File: config.mk
export PLATFORM = sky130hd
export DESIGN_NAME = writeback_unit_flat
export DESIGN_NICKNAME = d
export VERILOG_FILES = /design/src/rtl/writeback_unit_if.sv /design/src/rtl/writeback_unit.sv /design/src/flat_wrapper.sv
export SDC_FILE = /design/constraint.sdc
export NUM_CORES = 1
export LEC_CHECK = 0
export CORE_ASPECT_RATIO = 1.5
export CORE_MARGIN = 5
export CORE_UTILIZATION = 51
export DETAILED_ROUTE_END_ITERATION = 10
export PLACE_DENSITY = 0.8
export SETUP_SLACK_MARGIN = 0.1
export SLEW_MARGIN = 40
export SYNTH_ARGS = -nofsm -noshare
export SYNTH_HDL_FRONTEND = slang
export SYNTH_SLANG_ARGS = --single-unit
File: constraint.sdc
create_clock -name iCLK -period 3.7 [get_ports iCLK]
set_clock_uncertainty 0.2 [all_clocks]
set_input_delay 0.74 -clock iCLK [delete_from_list [all_inputs] [get_ports iCLK]]
set_output_delay 0.74 -clock iCLK [all_outputs]
set_load 0.05 [all_outputs]
File: src/rtl/writeback_unit_if.sv
// Writeback unit bus: ALU/LSU result offers, issue marks,
// operand busy/forward queries and the register-file write port.
interface writeback_unit_if;
  logic        iALU_VALID;
  logic [4:0]  iALU_RD;
  logic [31:0] iALU_DATA;
  logic        oALU_READY;
  logic        iLSU_VALID;
  logic [4:0]  iLSU_RD;
  logic [31:0] iLSU_DATA;
  logic        oLSU_READY;
  logic        iISSUE_VALID;
  logic [4:0]  iISSUE_RD;
  logic [4:0]  iRS1;
  logic [4:0]  iRS2;
  logic        oRS1_BUSY;
  logic        oRS2_BUSY;
  logic [31:0] oRS1_FWD;
  logic [31:0] oRS2_FWD;
  logic        oWB_VALID;
  logic [4:0]  oRD;
  logic [31:0] oWB_DATA;

  modport master (
    output iALU_VALID, iALU_RD, iALU_DATA,
    input  oALU_READY,
    output iLSU_VALID, iLSU_RD, iLSU_DATA,
    input  oLSU_READY,
    output iISSUE_VALID, iISSUE_RD,
    output iRS1, iRS2,
    input  oRS1_BUSY, oRS2_BUSY,
    input  oRS1_FWD, oRS2_FWD,
    input  oWB_VALID, oRD, oWB_DATA
  );

  modport slave (
    input  iALU_VALID, iALU_RD, iALU_DATA,
    output oALU_READY,
    input  iLSU_VALID, iLSU_RD, iLSU_DATA,
    output oLSU_READY,
    input  iISSUE_VALID, iISSUE_RD,
    input  iRS1, iRS2,
    output oRS1_BUSY, oRS2_BUSY,
    output oRS1_FWD, oRS2_FWD,
    output oWB_VALID, oRD, oWB_DATA
  );
endinterface

File: src/rtl/writeback_unit.sv
// Writeback arbiter: ALU vs buffered LSU results, plus a register scoreboard.
// Define WB_FORWARD_EN to forward the committing value to operand queries.
module writeback_unit #(
  parameter int FIFO_DEPTH = 4
) (
  input logic iCLK,
  input logic iRST,
  writeback_unit_if.slave bus
);
  localparam int PW = $clog2(FIFO_DEPTH);
  localparam int CW = $clog2(FIFO_DEPTH + 1);

  logic [4:0]    r_fifo_rd   [FIFO_DEPTH];
  logic [31:0]   r_fifo_data [FIFO_DEPTH];
  logic [PW-1:0] r_rptr;
  logic [PW-1:0] r_wptr;
  logic [CW-1:0] r_count;
  logic [31:0]   r_sb;
  logic          r_wb_valid;
  logic [4:0]    r_rd;
  logic [31:0]   r_wb_data;

  logic          w_full;
  logic          w_empty;
  logic          w_alu_acc;
  logic          w_pop;
  logic          w_push;
  logic          w_lsu_ready;
  logic          w_win_valid;
  logic [4:0]    w_win_rd;
  logic [31:0]   w_win_data;
  logic [31:0]   w_sb_next;

  assign w_full  = (r_count == CW'(FIFO_DEPTH));
  assign w_empty = (r_count == '0);

  // ALU has the port unless the LSU buffer is full; the head drains
  // whenever the ALU is not taking the port, so a full buffer always pops.
  assign w_alu_acc   = bus.iALU_VALID & ~w_full;
  assign w_pop       = ~w_empty & (w_full | ~bus.iALU_VALID);
  assign w_lsu_ready = ~w_full | w_pop;
  assign w_push      = bus.iLSU_VALID & w_lsu_ready;

  assign bus.oALU_READY = ~w_full;
  assign bus.oLSU_READY = w_lsu_ready;

  // Select the winning result; rd=0 writes are consumed with zero data.
  always_comb begin
    w_win_valid = 1'b0;
    w_win_rd    = '0;
    w_win_data  = '0;
    unique case (1'b1)
      w_alu_acc: begin
        w_win_valid = 1'b1;
        w_win_rd    = bus.iALU_RD;
        w_win_data  = (bus.iALU_RD == '0) ? '0 : bus.iALU_DATA;
      end
      w_pop: begin
        w_win_valid = 1'b1;
        w_win_rd    = r_fifo_rd[r_rptr];
        w_win_data  = (r_fifo_rd[r_rptr] == '0) ? '0
                                                : r_fifo_data[r_rptr];
      end
      default: begin
        w_win_valid = 1'b0;
      end
    endcase
  end

  // Store accepted LSU results at the write pointer.
  always_ff @(posedge iCLK) begin
    if (!iRST && w_push) begin
      r_fifo_rd[r_wptr]   <= bus.iLSU_RD;
      r_fifo_data[r_wptr] <= bus.iLSU_DATA;
    end
  end

  // Buffer pointers and occupancy; pop and push may coincide when full.
  always_ff @(posedge iCLK) begin
    if (iRST) begin
      r_rptr  <= '0;
      r_wptr  <= '0;
      r_count <= '0;
    end else begin
      if (w_push) r_wptr <= r_wptr + PW'(1);
      if (w_pop)  r_rptr <= r_rptr + PW'(1);
      unique case ({w_push, w_pop})
        2'b10:   r_count <= r_count + CW'(1);
        2'b01:   r_count <= r_count - CW'(1);
        default: r_count <= r_count;
      endcase
    end
  end

  // Register the write port; idle cycles present all zeros.
  always_ff @(posedge iCLK) begin
    if (iRST) begin
      r_wb_valid <= 1'b0;
      r_rd       <= '0;
      r_wb_data  <= '0;
    end else begin
      r_wb_valid <= w_win_valid;
      r_rd       <= w_win_rd;
      r_wb_data  <= w_win_data;
    end
  end

  assign bus.oWB_VALID = r_wb_valid;
  assign bus.oRD       = r_rd;
  assign bus.oWB_DATA  = r_wb_data;

  // Clear on commit first, then set on issue so a new issue wins.
  always_comb begin
    w_sb_next = r_sb;
    if (r_wb_valid) w_sb_next[r_rd] = 1'b0;
    if (bus.iISSUE_VALID) w_sb_next[bus.iISSUE_RD] = 1'b1;
    w_sb_next[0] = 1'b0;
  end

  // Scoreboard state.
  always_ff @(posedge iCLK) begin
    if (iRST) r_sb <= '0;
    else      r_sb <= w_sb_next;
  end

`ifdef WB_FORWARD_EN
  logic w_hit1;
  logic w_hit2;

  assign w_hit1 = r_wb_valid & (r_rd == bus.iRS1) & (bus.iRS1 != '0);
  assign w_hit2 = r_wb_valid & (r_rd == bus.iRS2) & (bus.iRS2 != '0);

  assign bus.oRS1_BUSY = r_sb[bus.iRS1] & ~w_hit1;
  assign bus.oRS2_BUSY = r_sb[bus.iRS2] & ~w_hit2;
  assign bus.oRS1_FWD  = w_hit1 ? r_wb_data : '0;
  assign bus.oRS2_FWD  = w_hit2 ? r_wb_data : '0;
`else
  assign bus.oRS1_BUSY = r_sb[bus.iRS1];
  assign bus.oRS2_BUSY = r_sb[bus.iRS2];
  assign bus.oRS1_FWD  = '0;
  assign bus.oRS2_FWD  = '0;
`endif
endmodule

File: src/flat_wrapper.sv
// flat-port wrapper written by rule: the top's interface ports become plain ports
module writeback_unit_flat 
#(
  parameter int FIFO_DEPTH = 4
)
  (iCLK, iRST, bus_iALU_VALID, bus_iALU_RD, bus_iALU_DATA, bus_oALU_READY, bus_iLSU_VALID, bus_iLSU_RD, bus_iLSU_DATA, bus_oLSU_READY, bus_iISSUE_VALID, bus_iISSUE_RD, bus_iRS1, bus_iRS2, bus_oRS1_BUSY, bus_oRS2_BUSY, bus_oRS1_FWD, bus_oRS2_FWD, bus_oWB_VALID, bus_oRD, bus_oWB_DATA);
  writeback_unit_if bus_i ();
  input logic iCLK;
  input logic iRST;
  input wire logic [$bits(bus_i.iALU_VALID)-1:0] bus_iALU_VALID;
  input wire logic [$bits(bus_i.iALU_RD)-1:0] bus_iALU_RD;
  input wire logic [$bits(bus_i.iALU_DATA)-1:0] bus_iALU_DATA;
  output wire logic [$bits(bus_i.oALU_READY)-1:0] bus_oALU_READY;
  input wire logic [$bits(bus_i.iLSU_VALID)-1:0] bus_iLSU_VALID;
  input wire logic [$bits(bus_i.iLSU_RD)-1:0] bus_iLSU_RD;
  input wire logic [$bits(bus_i.iLSU_DATA)-1:0] bus_iLSU_DATA;
  output wire logic [$bits(bus_i.oLSU_READY)-1:0] bus_oLSU_READY;
  input wire logic [$bits(bus_i.iISSUE_VALID)-1:0] bus_iISSUE_VALID;
  input wire logic [$bits(bus_i.iISSUE_RD)-1:0] bus_iISSUE_RD;
  input wire logic [$bits(bus_i.iRS1)-1:0] bus_iRS1;
  input wire logic [$bits(bus_i.iRS2)-1:0] bus_iRS2;
  output wire logic [$bits(bus_i.oRS1_BUSY)-1:0] bus_oRS1_BUSY;
  output wire logic [$bits(bus_i.oRS2_BUSY)-1:0] bus_oRS2_BUSY;
  output wire logic [$bits(bus_i.oRS1_FWD)-1:0] bus_oRS1_FWD;
  output wire logic [$bits(bus_i.oRS2_FWD)-1:0] bus_oRS2_FWD;
  output wire logic [$bits(bus_i.oWB_VALID)-1:0] bus_oWB_VALID;
  output wire logic [$bits(bus_i.oRD)-1:0] bus_oRD;
  output wire logic [$bits(bus_i.oWB_DATA)-1:0] bus_oWB_DATA;
  assign bus_i.iALU_VALID = bus_iALU_VALID;
  assign bus_i.iALU_RD = bus_iALU_RD;
  assign bus_i.iALU_DATA = bus_iALU_DATA;
  assign bus_oALU_READY = bus_i.oALU_READY;
  assign bus_i.iLSU_VALID = bus_iLSU_VALID;
  assign bus_i.iLSU_RD = bus_iLSU_RD;
  assign bus_i.iLSU_DATA = bus_iLSU_DATA;
  assign bus_oLSU_READY = bus_i.oLSU_READY;
  assign bus_i.iISSUE_VALID = bus_iISSUE_VALID;
  assign bus_i.iISSUE_RD = bus_iISSUE_RD;
  assign bus_i.iRS1 = bus_iRS1;
  assign bus_i.iRS2 = bus_iRS2;
  assign bus_oRS1_BUSY = bus_i.oRS1_BUSY;
  assign bus_oRS2_BUSY = bus_i.oRS2_BUSY;
  assign bus_oRS1_FWD = bus_i.oRS1_FWD;
  assign bus_oRS2_FWD = bus_i.oRS2_FWD;
  assign bus_oWB_VALID = bus_i.oWB_VALID;
  assign bus_oRD = bus_i.oRD;
  assign bus_oWB_DATA = bus_i.oWB_DATA;
  writeback_unit #(.FIFO_DEPTH(FIFO_DEPTH)) u_core (.iCLK(iCLK), .iRST(iRST), .bus(bus_i));
endmodule
After elaboration in Yosys (flattened, before gate mapping)
Memory sizes are Yosys's and may differ from the RTL's. A register that Yosys moved wholly into a read port is not among the register bits.
Index checks and enable logic that the tools add are counted.
{ "op_classes": {"add_sub_neg": 4, "magnitude_cmp": 6, "eq_ne": 3, "n_mux": 22, "bitwise": 11, "reduce_logical": 9} }
{ "ops": {"columns": ["operator", "n"], "rows": [
  ["$mux W32", 4],
  ["$pmux W32 S2", 1],
  ["$and A32 B32 Y32", 1],
  ["$not A32 Y32", 1],
  ["$or A32 B32 Y32", 1],
  ["$lt A5 B6 Y1 const B", 4],
  ["$bmux W1 S5", 2],
  ["$demux W1 S5", 2],
  ["$ge A5 B1 Y1 const B", 2],
  ["$logic_not A5 Y1", 2],
  ["$pmux W5 S2", 1],
  ["$mux W2", 4],
  ["$mux W1", 7],
  ["$pmux W3 S2", 1],
  ["$add A2 B1 Y2 const B", 2],
  ["$add A3 B1 Y3 const B", 1],
  ["$and A1 B1 Y1", 3],
  ["$eq A3 B3 Y1 const B", 1],
  ["$logic_and A1 B1 Y1", 3],
  ["$logic_not A3 Y1", 1],
  ["$not A1 Y1", 3],
  ["$sub A3 B1 Y3 const B", 1],
  ["$eq A2 B1 Y1 const B", 1],
  ["$eq A2 B2 Y1 const B", 1],
  ["other kinds (4)", 5]
]} }
{ "totals": {"ff_bits": 77, "ram_bits": 148, "inputBits": 94, "out_inout_bits": 106, "elab_cells": 65, "mem_count": 2} }
{ "mem_list": {"columns": ["memory", "words", "word_bits", "rd", "rd_clocked_by_memory_dff", "wr", "line", "source"], "rows": [
  ["u_core.r_fifo_data", 4, 32, 1, 1, 1, "writeback_unit.sv:14", "logic [31:0] r_fifo_data [FIFO_DEPTH];"],
  ["u_core.r_fifo_rd", 4, 5, 1, 1, 1, "writeback_unit.sv:13", "logic [4:0] r_fifo_rd [FIFO_DEPTH];"]
]} }

Depth between registers and ports, before layout
Gate-level depths: netlist (run 1).
{ "depth": {"depth_word": 9, "ltp_mapped": 9, "depth_no_buf": 8} }

Worst setup path after synthesis (run 1)
No wires, ideal clock.
{ "synth_path": {"path_kind": "input to output", "startpoint": "in bus_iRS1[1]", "endpoint": "out bus_oRS1_BUSY", "t_arrival_ps": 2555, "required_time_ps": 2760, "slack_ps": 205, "cell_stages": 5, "path_buffers": 1, "path_cell_list": "clkbuf_1 -> mux2_2 -> a221oi_1 -> a2111oi_0 -> or4_1"} }
{ "synth_via": {"elab_chain_cells": 2} }
{ "synth_lines": {"columns": ["element", "line", "source"], "rows": [
  ["start: declaration", "flat_wrapper.sv:20", "input wire logic [$bits(bus_i.iRS1)-1:0] bus_iRS1;"],
  ["$bmux W1 S5", "writeback_unit.sv:138", "assign bus.oRS1_BUSY = r_sb[bus.iRS1];"],
  ["$mux W1 (implied by the code)", "writeback_unit.sv:138", null],
  ["end: declaration", "flat_wrapper.sv:22", "output wire logic [$bits(bus_i.oRS1_BUSY)-1:0] bus_oRS1_BUSY;"]
]} }
Every way passes these cells. The select of a mux whose other input is x is not followed.

Worst setup path after layout (run 1)
{ "layout_path": {"startpoint": "in bus_iRS2[1]", "endpoint": "out bus_oRS2_BUSY"} }
{ "layout_via": {"elab_chain_cells": 2} }
{ "layout_lines": {"columns": ["element", "line", "source"], "rows": [
  ["start: declaration", "flat_wrapper.sv:21", "input wire logic [$bits(bus_i.iRS2)-1:0] bus_iRS2;"],
  ["$bmux W1 S5", "writeback_unit.sv:139", "assign bus.oRS2_BUSY = r_sb[bus.iRS2];"],
  ["$mux W1 (implied by the code)", "writeback_unit.sv:139", null],
  ["end: declaration", "flat_wrapper.sv:23", "output wire logic [$bits(bus_i.oRS2_BUSY)-1:0] bus_oRS2_BUSY;"]
]} }
Every way passes these cells. The select of a mux whose other input is x is not followed.

==> metrics.md, run 1 <==
| Metric | Value |
|---|---|
| Unrepaired setup endpoints after global routing | false |
| Horiz. Die Dim | 122 um |
| FF-to-FF End | u_core.bus.oWB_DATA[22] |
| Routability cong. | 0.893 |
| Synth unique cells | 41 |
| Critical Path Sink Type | output pin |
| Clk sinks | 226 |
| Crit path cell chain | dlygate4sd2_1, buf_6, mux4_2, nand4b_1, nand4_1, or4_4, buf_8 |
| Critical Path Sink | bus_oRS2_BUSY |
| Area added between synthesis and finish | 23.6% |
| Worst-case vdd ir drop | 0.000498 V |
| Sequential share of power | 0.421 |
| Most frequent cells in the layout | 148 x edfxtp_1, 126 x clkdlybuf4s50_1, 100 x nand2_1, 76 x dfxtp_1, 65 x conb_1 |
| Main synth FF type | edfxtp_1 |
| Req. time, crit path | 2.76 ns |
| Synth Instances | 683 |
| Slowest CP cell | or4_4 |
| Reg2Reg Setup Slack | 0.87 ns |
| Critical path depth | 7 |
| Worst Path Max Fanout | 6 |
| Starting Density | 0.516 |
| CP Data Arrival Time | 2.53 ns |
| TritonCTS clock tree | done |
| Psw | 2280 uW |
| # rows | 61 |
| GR Util All Layers | 0.189 |
| Area of the die | 21600 um2 |
| Initial antenna violation count | 1 |
| Seq/Total Area, Yosys | 0.630 |
| Clk pwr share | 0.298 |
| Most common cell after layout, fill and taps aside | edfxtp_1 |
| Worst-Skew Late Latency | 0.48 ns |
| PortBufs | 134 |
| GR Overflow Total | 0 |
| Fin util | 0.638 |
| Avg WL per Cell | 18.9 um |
| CP peak stage delay | 0.54 ns |
| Pwr/cell area | 615 nW/um2 |
| Fin. Hold Viols | 0 |
| Hold Slack | 0.303 ns |
| Final Setup Violations | 0 |
| P_leak | 0.00407 uW |
| Global-route wire length before repair | 31800 um |
| Max Cap Violations | 0 |
| Yosys warnings | 0 |
| Internal power | 4960 uW |
| Hold Path Class | reg -> reg |
| Share of cells above drive strength 1 | 0.186 |
| Area share of the largest cell type after synthesis | 0.466 |
| # fillers | 1433 |
| Final Max Slew Viols | 0 |
| Minimum clock period | 3.47 ns |
| Root buf cell | clkbuf_16 |
| Post-synthesis cell area | 9530 um2 |
| Antenna-violating nets left | 0 |
| Crit path from | bus_iRS2[1] |
| Mean Syn Cell Area | 14.0 um2 |
| Routed WL | 20700 um |
| FF-to-FF path depth | 5 |
| Synthesis-stage register bit count | 226 |
| Synth area leaders | edfxtp_1 47%, dfxtp_1 16%, mux4_2 12% |
| Final period util | 0.937 |
| Comb pwr share | 0.280 |
| Clock Path Buffers | 3 |
| Worst slew margin | 0.555 |
| Hpwl dp | 14400 um |
| Detailed Routing Iterations Pass 1 | 5 |
| Top cell family by delay on the critical path | simple AND/OR/NAND/NOR gates |
| Drt initial violations | 367 |
| Setup ws final | 0.234 ns |
| CTS Buf Count | 20 |
| CP Class | in -> out |
| # DRC | 0 |
| Ys async rst share | 0 |
| Slew @ Worst Pin | 0.665 ns |
| I/O pins | 200 |
| Status | complete, no violations |
| Largest net degree at the start of global routing | 38 |
| Fmax | 289 MHz |
| Number of synthesized flops with an enable pin | 148 |
| Via count | 5830 |
| Vias in the first global route | 5960 |
| Vias/cell | 5.32 |
| Switching Share | 0.315 |
| H-tree Lvls | 1 |
| CORE AREA | 18500 um2 |
| Setup crit start kind | primary input |
| Largest area contributor in the netlist | edfxtp_1 |
| Total power | 7250 uW |
| Pre-CTS WS | -0.0953 ns |
| Clock transition at path regs | 0.06 ns |
| Buf/Inv on CP | 3 |
| Die H | 177 um |
| Final #Nets | 929 |
[cell type report]
class / instances / area [um2] / area share
Sequential cell: 226 / 6010 / 0.510
Timing Repair Buffer: 157 / 1590 / 0.135
Clock inverter: 11 / 135 / 0.0115
Antenna cell: 1 / 2.50 / 0.000212
Clock buffer: 25 / 561 / 0.0476
Inverter: 10 / 37.5 / 0.00319
Multi-Input combinational cell: 414 / 3130 / 0.266
Tap cell: 252 / 315 / 0.0268
[kinds of logic (layout without fill, tap and decap cells)]
group                    after synthesis  in the layout  synth area share
AND/OR/NAND/NOR                      175            175            0.0890
adder cells (fa/ha/maj)                6              6           0.00866
buffers and inverters                106            203            0.0710
other                                  2             66          0.000788
flip-flops                           226            226             0.630
AO/OA/AOI/OAI                        109            109            0.0719
multiplexers                          54             54             0.124
XOR/XNOR                               5              5           0.00460
[cell usage after synthesis (4+ instances only)]
master / instances
buf_6: 4
inv_1: 10
a22oi_1: 5
buf_4: 65
buf_2: 4
and2_1: 4
clkbuf_1: 23
o21ai_2: 29
a21oi_1: 34
edfxtp_1: 148
mux4_2: 51
nor3b_1: 6
nand3b_1: 7
nand2_1: 100
nor2b_1: 5
ha_1: 5
nand4_1: 4
nor2_1: 23
nand3_1: 4
dfxtp_1: 78
o21ai_0: 35
[power groups by stage]
| stage | Combinational [uW] | Sequential, uW | Clock [uW] |
|---|---|---|---|
| after floorplan | 1030 | 3520 | 0 |
| after global placement | 2020 | 3100 | 0 |
| after detailed placement | 2040 | 3110 | 0 |
| after CTS | 2060 | 3060 | 2210 |
| after global routing | 2170 | 3080 | 2310 |
| final | 2030 | 3050 | 2160 |
[per-stage QoR]
step	std cells	TNS, ns	instance area, um2
CTS	1095	0	11800
global route	1096	0	11800
global placement	1059	-0.0737	11000
floorplan	746	0	9770
finish	1096	0	11800
detailed placement	1059	-0.164	11000
[per-layer routing]
metal  track usage  wire length, um  vias up
met2         0.354            11300      257
met4        0.0673              694        0
li1              -                -     2687
met3        0.0303             1350       43
met5             0                0        -
met1         0.216             7310     2843
[worst min-delay path by stage]
stage	startpoint	to	slack, ns	depth (start not counted)
floorplan	u_core.r_sb[3]	u_core.r_sb[3]	0.26	2
global placement	u_core.r_sb[24]	u_core.r_sb[24]	0.29	2
detailed placement	u_core.r_sb[26]	u_core.r_sb[26]	0.29	2
CTS	u_core.r_sb[26]	u_core.r_sb[26]	0.30	2
global route	u_core.r_sb[26]	u_core.r_sb[26]	0.31	2
finish	u_core.r_sb[26]	u_core.r_sb[26]	0.30	2
[tightest hold or removal path, cell delays in order (launching register included)]
cell and delay [ns]:
dfxtp_1 0.32, o21ai_0 0.07, a21oi_1 0.06
[repair_timing]
| item | 4_1_cts | 5_1_grt |
|---|---|---|
| hold buffers | 0 | 0 |
| buffers inserted | 0 | 0 |
| resized for setup | 18 | 1 |
| endpoints found under the setup margin | 2 | 1 |
| pin swaps | 5 | 0 |
[flip-flops by register name, indices dropped and copies added (netlist names), named ones only]
name	flops
u_core.r_fifo_data	128
u_core.bus.oWB_DATA	32
u_core.r_sb	31
u_core.r_fifo_rd	20
u_core.bus.oRD	5
u_core.r_count	3
u_core.r_rptr	2
u_core.r_wptr	2
u_core.bus.oWB_VALID	1
No activity file was read; power rests on OpenSTA's default activity.
==> run 2: changes to the inputs <==
--- a/config.mk
+++ b/config.mk
@@ -8,7 +8,8 @@
 export CORE_ASPECT_RATIO = 1.5
 export CORE_MARGIN = 5
-export CORE_UTILIZATION = 51
+export CORE_UTILIZATION = 59
 export DETAILED_ROUTE_END_ITERATION = 10
-export PLACE_DENSITY = 0.8
+export DONT_BUFFER_PORTS = 1
+export PLACE_DENSITY = 0.75
 export SETUP_SLACK_MARGIN = 0.1
 export SLEW_MARGIN = 40
--- a/constraint.sdc
+++ b/constraint.sdc
@@ -3,3 +3,3 @@
 set_input_delay 0.74 -clock iCLK [delete_from_list [all_inputs] [get_ports iCLK]]
 set_output_delay 0.74 -clock iCLK [all_outputs]
-set_load 0.05 [all_outputs]
+set_load 0.01 [all_outputs]
==> run 2 against run 1 <==
Effect of this change: core utilization grew 0.14 points; count of clock-buffer cells in the layout grew 1; clock power grew 7%; first-iteration DRC count grew 45%; critical path depth shrank 3.
==> metrics.md, run 2 (synthesis results as in run 1) <==
| Metric | Value |
|---|---|
| Minimum clock period | 3.05 ns (was 3.47 ns) |
| CORE AREA | 16000 um2 (was 18500 um2) |
| Routability cong. | 0.908 (was 0.893) |
| I/O pins | 200 (unchanged) |
| GR Util All Layers | 0.215 (was 0.189) |
| Most used routing layer | met2 (unchanged) |
| Initial antenna violation count | 0 (was 1) |
| Buf/Inv on CP | 1 (was 3) |
| CTS resizes | 0 (was 18) |
| Worst-Skew Late Latency | 0.49 ns (was 0.48 ns) |
| # fillers | 1195 (was 1433) |
| Global-route wire length before repair | 31500 um (was 31800 um) |
| Hold Path Sink | u_core.r_sb[7] (was u_core.r_sb[26]) |
| Final period util | 0.825 (was 0.937) |
| Placed inst area | 9500 um2 (was 11000 um2) |
| Fmax | 328 MHz (was 289 MHz) |
| Worst slew margin | 0.473 (was 0.555) |
| Vias/cell | 5.79 (was 5.32) |
| Top cell family by delay on the critical path | simple AND/OR/NAND/NOR gates (unchanged) |
| Vias in the first global route | 5649 (was 5960) |
| Setup crit start kind | register (was primary input) |
| Final Max Slew Viols | 0 (unchanged) |
| Most common cell after layout, fill and taps aside | edfxtp_1 (unchanged) |
| Area of the die | 18800 um2 (was 21600 um2) |
| CTS Buf Count | 21 (was 20) |
| Max Cap Violations | 0 (unchanged) |
| Met3 Track Usage GR | 0.0599 (was 0.0303) |
| Share of cells above drive strength 1 | 0.201 (was 0.186) |
| Critical Path Sink Type | output pin (unchanged) |
| Horiz. Die Dim | 114 um (was 122 um) |
| Via count | 5246 (was 5830) |
| Avg WL per Cell | 22.3 um (was 18.9 um) |
| Largest Register | u_core.r_fifo_data (unchanged) |
| Worst-case vdd ir drop | 0.000482 V (was 0.000498 V) |
| Hold path depth | 1 (was 2) |
| PortBufs | 0 (was 134) |
| Status | complete, no violations (unchanged) |
| Number of flip-flops in the largest register | 128 (unchanged) |
| Worst Path Max Fanout | 3 (was 6) |
| Clock transition at path regs | 0.07 ns (was 0.06 ns) |
| Crit path cell chain | mux4_2, inv_1, a2111oi_0, or4_1 (was dlygate4sd2_1, buf_6, mux4_2, nand4b_1, nand4_1, or4_4, buf_8) |
| Design area | 10300 um2 (was 11800 um2) |
| Area of the multi-input gates | 3110 um2 (was 3130 um2) |
| Root buf cell | clkbuf_16 (unchanged) |
| Hold Path Class | in -> reg (was reg -> reg) |
| # DRC | 0 (unchanged) |
| Post-route setup TNS | 0 ns (unchanged) |
| Pwr/cell area | 629 nW/um2 (was 615 nW/um2) |
| Routed WL | 20200 um (was 20700 um) |
| Largest net degree at the start of global routing | 49 (was 38) |
| Reg2Reg Setup Slack | 0.80 ns (was 0.87 ns) |
| Area added between synthesis and finish | 7.61% (was 23.6%) |
| Antenna-violating nets left | 0 (unchanged) |
| ANT cells | 0 (was 1) |
| Drt initial violations | 533 (was 367) |
| TritonCTS clock tree | done (unchanged) |
| Slew @ Worst Pin | 0.788 ns (was 0.665 ns) |
| Final Setup Violations | 0 (unchanged) |
| P_leak | 0.00348 uW (was 0.00407 uW) |
| Hpwl dp | 14300 um (was 14400 um) |
| Fin. Hold Viols | 0 (unchanged) |
| GR Overflow Total | 0 (unchanged) |
| CP Data Arrival Time | 2.11 ns (was 2.53 ns) |
| Slowest CP cell | or4_1 (was or4_4) |
| Hold Startpoint | iRST (was u_core.r_sb[26]) |
| FF-to-FF End | u_core.bus.oWB_DATA[20] (was u_core.bus.oWB_DATA[22]) |
| Reg area | 6010 um2 (unchanged) |
| FF-to-FF path depth | 5 (unchanged) |
| Detailed Routing Iterations Pass 1 | 4 (was 5) |
| Req. time, crit path | 2.76 ns (about the same) |
| H-tree Lvls | 1 (unchanged) |
| CP Class | reg -> out (was in -> out) |
| Hold buffer count at CTS | 0 (unchanged) |
| Unrepaired setup endpoints after global routing | false (unchanged) |
| Met2 GRT Util | 0.377 (was 0.354) |
| # rows | 57 (was 61) |
| Starting Density | 0.594 (was 0.516) |
| GR met1 Demand/Resource | 0.240 (was 0.216) |
| Post-CTS Setup Inserts | 0 (unchanged) |
| Clock Path Buffers | 3 (unchanged) |
| Final #Nets | 785 (was 929) |
| Die H | 166 um (was 177 um) |
| CP peak stage delay | 0.61 ns (was 0.54 ns) |
| Clk sinks | 226 (unchanged) |
| Most frequent cells in the layout | 148 x edfxtp_1, 100 x nand2_1, 76 x dfxtp_1, 65 x conb_1, 51 x mux4_2 (was 148 x edfxtp_1, 126 x clkdlybuf4s50_1, 100 x nand2_1, 76 x dfxtp_1, 65 x conb_1) |
[run 2: changes by cell type in the layout (fill, tap and decap cells not counted), sizes merged]
cell / change
buf: -13
bufinv: +2
clkbuf: +1
clkdlybuf4s50: -126
clkinv: -3
diode: -1
dlygate4sd2: -5
dlymetal6s2s: -1
inv: +2
[run 2: how the worst max path moves through the flow]
stage | startpoint | endpoint | depth (start not counted)
6_report | u_core.r_sb[5] | bus_oRS1_BUSY | 4
3_3_place_gp | register | u_core.bus.oWB_DATA[16] | 5
5_1_grt | register | u_core.bus.oWB_DATA[29] | 5
3_5_place_dp | bus_iALU_VALID | u_core.r_count[2] | 8
4_1_cts | u_core.r_sb[23] | bus_oRS1_BUSY | 3
2_1_floorplan | bus_iRS1[1] | bus_oRS1_BUSY | 5
[run 2: layout make-up]
| cell class | instances | area share |
|---|---|---|
| clock buffer | 26 | 0.0540 |
| tap | 206 | 0.0251 |
| clock inverter | 12 | 0.0198 |
| sequential | 226 | 0.586 |
| inverter | 10 | 0.00366 |
| multi-input combinational | 414 | 0.303 |
| timing repair buffer | 12 | 0.00878 |
[run 2: report_power, final]
group	internal, uW	switching (uW)	total (uW)
clock	1430	896	2320
combinational	446	536	982
sequential	2910	244	3150
total	4780	1680	6460
[run 2: worst register-to-register path, cell delays in order, from the launching register on]
cell,delay [ns]
dfxtp_2,0.61
buf_4,0.53
mux4_2,0.66
nor2_8,0.42
buf_4,0.30
o21ai_2,0.08
[run 2: routing by layer]
| layer | vias up | wire, um |
|---|---|---|
| li1 | 2398 | - |
| met1 | 2548 | 6540 |
| met2 | 241 | 10900 |
| met3 | 59 | 1900 |
| met4 | 0 | 880 |
| met5 | - | 0 |
[run 2: per-stage QoR]
stage / setup WS (ns) / instances / total power, uW / hold WS, ns / util
after global routing: 0.515 / 906 / 6750 / 0.0917 / 0.639
after global placement: 0.750 / 868 / 4160 / 0.270 / 0.592
after detailed placement: 0.657 / 868 / 4200 / 0.274 / 0.592
final: 0.647 / 906 / 6460 / 0.108 / 0.639
after floorplan: 0.408 / 746 / 4010 / 0.260 / -
after CTS: 0.653 / 906 / 6510 / 0.0902 / 0.639
==> patch 1: new RTL, settings of run 2 <==
Add a define of `WB_FORWARD_EN`.
--- a/src/rtl/writeback_unit.sv
+++ b/src/rtl/writeback_unit.sv
@@ -1,4 +1,6 @@
 // Writeback arbiter: ALU vs buffered LSU results, plus a register scoreboard.
 // Define WB_FORWARD_EN to forward the committing value to operand queries.
+`define WB_FORWARD_EN
+
 module writeback_unit #(
   parameter int FIFO_DEPTH = 4
Function: changed (Yosys sat finds a counterexample within 4 cycles, from zero or initial values and one cycle with iRST high).
==> patch 1 against run 2 <==
Final area up 2.2%; die area up 1.0%; final cell count up 2.6%; sequential power down 2%; combinational power down 17%; sequential cell count unchanged; power down 6.2%; routed wire length up 6.5%; worst setup slack worse by 0.25 ns; synthesized area up 1.1%; critical endpoint is now bus_oRS2_FWD[18]; largest cell class unchanged; largest power group unchanged; highest routed layer unchanged.
==> patch 1: results (changes against run 2) <==
placed_design:
  place_ws_ns: 0.8577  # +0.2006 ns
  gp_congestion: 0.9156  # +0.81%
  dp_cells: 894  # +3.0%
  dpl.hpwl_um: 15070  # +5.8%
  postPlaceCellArea_sq_mm: 0.009802  # +3.2%
  portBuffers: 0  # unchanged
final_layout:
  regMostFlops: "u_core.r_fifo_data"
  antenna-diode-count: 0  # unchanged
  fin_nets: 810  # +3.2%
  finalNonFillerCells: 930  # +2.6%
  drive_gt1_frac: 0.1892  # -0.01220
sta:
  tightest_slew_ns: 0.7507  # -0.03694 ns
  setup_ws_ns: 0.3925  # -0.2546 ns
worst_setup_path:
  cpMaxStageDelayCell: "dfxtp_1"
  worstPathMaxFanout: 33  # +30
  critPathMaxStageDelay_ns: 0.71  # +0.10 ns
  critPathTopFamily: "flip-flops"
  worstPathArrival_ns: 2.37  # +0.26 ns
  crit_start: "u_core.bus.oRD[3]"
synthesis:
  synth_compound_area_frac: 0.08155  # +0.009613
  synth_adder_area_share: 0.008570  # -0.00009338
  synth_mux_area_frac: 0.1269  # +0.002950
  synth_xor_area_frac: 0.01182  # +0.007222
  synth_edf_count: 148  # unchanged
  synthDistinctLibCells: 40  # -2.4%
  synth_common_cells: "edfxtp_1, dfxtp_1, nand2_1, and2_1, mux4_2"
  yosysSeqAreaShare: 0.6233  # -0.006791
  syn_inst: 716  # +4.8%
  synth_area_leaders: "edfxtp_1, dfxtp_1, mux4_2, and2_1, nand2_1"
global_routing:
  grt_first_pass_wirelength_um: 33470  # +6.2%
  grtUsageTotal: 0.2265  # +0.01191
  grt_pass1_vias: 6189  # +9.6%
  grt_start_max_net_pins: 48  # -2.0%
pwr:
  leakage_nw: 3.605  # +3.6%
  irDropWorstVdd_mv: 0.5086  # +5.5%
route:
  vias_per_cell: 6.077  # +5.0%
  wl_um: 21530  # +6.5%
  drtIter0Drc: 300  # -44%
cts:
  cts_buffers: 20  # -4.8%
  clkTransAtPathRegs_ns: 0.07  # about the same
status:
  outcome: "finished, final reports clean"
## patch 1: worst paths after layout
kind / cells past startpoint / slack, ns / end
max: 6 / 0.39 / bus_oRS2_FWD[18]
min: 1 / 0.11 / u_core.r_wptr[1]
max reg2reg: 5 / 1.00 / u_core.bus.oWB_DATA[0]
min reg2reg: 2 / 0.29 / u_core.r_sb[20]
## patch 1: where the power goes
| group | switching [W] | total (W) | leakage [nW] | internal [W] |
|---|---|---|---|---|
| clock network | 0.000895 | 0.00215 | 0.326 | 0.00125 |
| registers | 0.000228 | 0.00309 | 1.98 | 0.00287 |
| logic | 0.000442 | 0.000814 | 1.30 | 0.000372 |
| total | 0.00157 | 0.00606 | 3.61 | 0.00449 |
## patch 1: layer usage
layer	vias up	track usage	part of all wire
li1	2585	-	-
met3	36	0.06316	0.079
met5	-	0	0
met2	188	0.4164	0.55
met4	0	0.06718	0.022
met1	2843	0.2511	0.35
## patch 1: final cells by class
type,instances,area [sq um]
clock inverter,11,136.4
timing repair buffer,13,97.59
tap,206,257.7
fill,1165,5639
sequential,226,6008
inverter,45,168.9
clock buffer,25,540.5
multi-input combinational,404,3269
## patch 1: kinds of logic after synthesis
| kind of cell | Yosys count |
|---|---|
| AO/OA/AOI/OAI | 121 |
| XOR/XNOR | 13 |
| adder cells (fa/ha/maj) | 6 |
| buffers and inverters | 86 |
| flip-flops | 226 |
| multiplexers | 63 |
| other | 1 |
| AND/OR/NAND/NOR | 200 |
## patch 1: worst reg2reg max path, stage by stage, from the launching register on
cell      delay, ns
dfxtp_2        0.57
mux4_2         0.59
or4_4          0.54
o211ai_4       0.20
buf_4          0.33
o21ai_0        0.14
==> patch 2: new RTL, config.mk and constraints of run 2 <==
Without the edit above. Reset style: asynchronous (`iRST`), changed in 3 clocked blocks.
--- a/src/rtl/writeback_unit.sv
+++ b/src/rtl/writeback_unit.sv
@@ -77,5 +77,5 @@
 
   // Buffer pointers and occupancy; pop and push may coincide when full.
-  always_ff @(posedge iCLK) begin
+  always_ff @(posedge iCLK or posedge iRST) begin
     if (iRST) begin
       r_rptr  <= '0;
@@ -94,5 +94,5 @@
 
   // Register the write port; idle cycles present all zeros.
-  always_ff @(posedge iCLK) begin
+  always_ff @(posedge iCLK or posedge iRST) begin
     if (iRST) begin
       r_wb_valid <= 1'b0;
@@ -119,5 +119,5 @@
 
   // Scoreboard state.
-  always_ff @(posedge iCLK) begin
+  always_ff @(posedge iCLK or posedge iRST) begin
     if (iRST) r_sb <= '0;
     else      r_sb <= w_sb_next;
Check against the original RTL: differs if iRST is asserted again (counterexample within 4 cycles, from zero or initial values and one cycle with iRST high); with iRST held inactive, the same outputs for 4 cycles.
==> patch 2 against run 2 <==
Synthesized cell count down 18%; die area decreased by 0.52%; utilization increased by 0.88 points; worst setup slack worse by 0.025 ns; final cell count down 13%; synthesized area is 0.56% lower; power increased by 22%; final area shrank 0.84%; routed wire length is 3.5% lower; combinational power is 88% higher; critical path type unchanged; sequential cell count shrank 2; sequential power up 23%; first-iteration DRC count shrank 32%.
==> patch 2: results (changes against run 2) <==
route:
  vias_per_cell: 6.123  # +5.8%
  wl_met3_um: 1655  # -13%
  vias: 4819  # -8.1%
  wl_per_cell_um: 24.78  # +11%
global_routing:
  met3_usage: 0.06380  # +0.003945
  grtUsageTotal: 0.2064  # -0.008175
  use_met1: 0.2302  # -0.01019
  grt_pass1_vias: 5259  # -6.9%
synthesis:
  async_flop_share: 0.3393  # +0.3393
  synthDistinctLibCells: 39  # -4.9%
  synth_mux_area_frac: 0.1270  # +0.003080
  yosysSeqAreaShare: 0.6696  # +0.03948
  synth_compound_area_frac: 0.07498  # +0.003049
  synth_xor_area_frac: 0.005545  # +0.0009502
worst_setup_path:
  critPathMaxStageDelay_ns: 0.56  # -0.05 ns
final_layout:
  area_share_clock_buf_inv: 0.06864  # -0.005156
  multi_input_area_sq_mm: 0.002710  # -13%
  buffers: 13  # +1
  buffer_area_frac: 0.01169  # +0.002904
  drive_gt1_frac: 0.1849  # -0.01650
  fin_nets: 671  # -15%
  num-fill-cells: 1098  # -8.1%
pwr:
  p_sw_frac: 0.2990  # +0.03938
  irDropWorstVdd_mv: 0.5476  # +14%
  p_sw_w: 0.002364  # +41%
cts:
  cts_hold_buf: 1  # +1
status:
  outcome: "finished, final reports clean"
## patch 2: changes by cell type after synthesis, sizes merged, moves of 4 or more
cell / run 2 / this run
nor3b: 6 / 0
and2b: 0 / 4
nand3b: 7 / 12
dfxtp: 78 / 0
a22o: 0 / 37
nor2: 24 / 7
nor2b: 5 / 0
buf: 73 / 79
and2: 4 / 0
dfrtp: 0 / 76
a21oi: 34 / 1
clkbuf: 23 / 6
nand2: 100 / 7
a22oi: 5 / 0
## patch 2: final timing paths
path / endpoint / cells after the start / from / slack, ns
worst max-delay path: bus_oRS2_BUSY / 3 / u_core.r_sb[21] / 0.62
worst min-delay path: u_core.r_wptr[0] / 1 / bus_iLSU_VALID / 0.13
worst max register to register: u_core.bus.oWB_DATA[3] / 6 / u_core.r_rptr[0] / 1.14
worst min register to register: u_core.r_sb[17] / 2 / u_core.r_sb[17] / 0.33
max in group asynchronous: u_core.bus.oWB_DATA[29] / 3 / iRST / 1.77
min in group asynchronous: u_core.bus.oWB_DATA[12] / 2 / iRST / 0.61
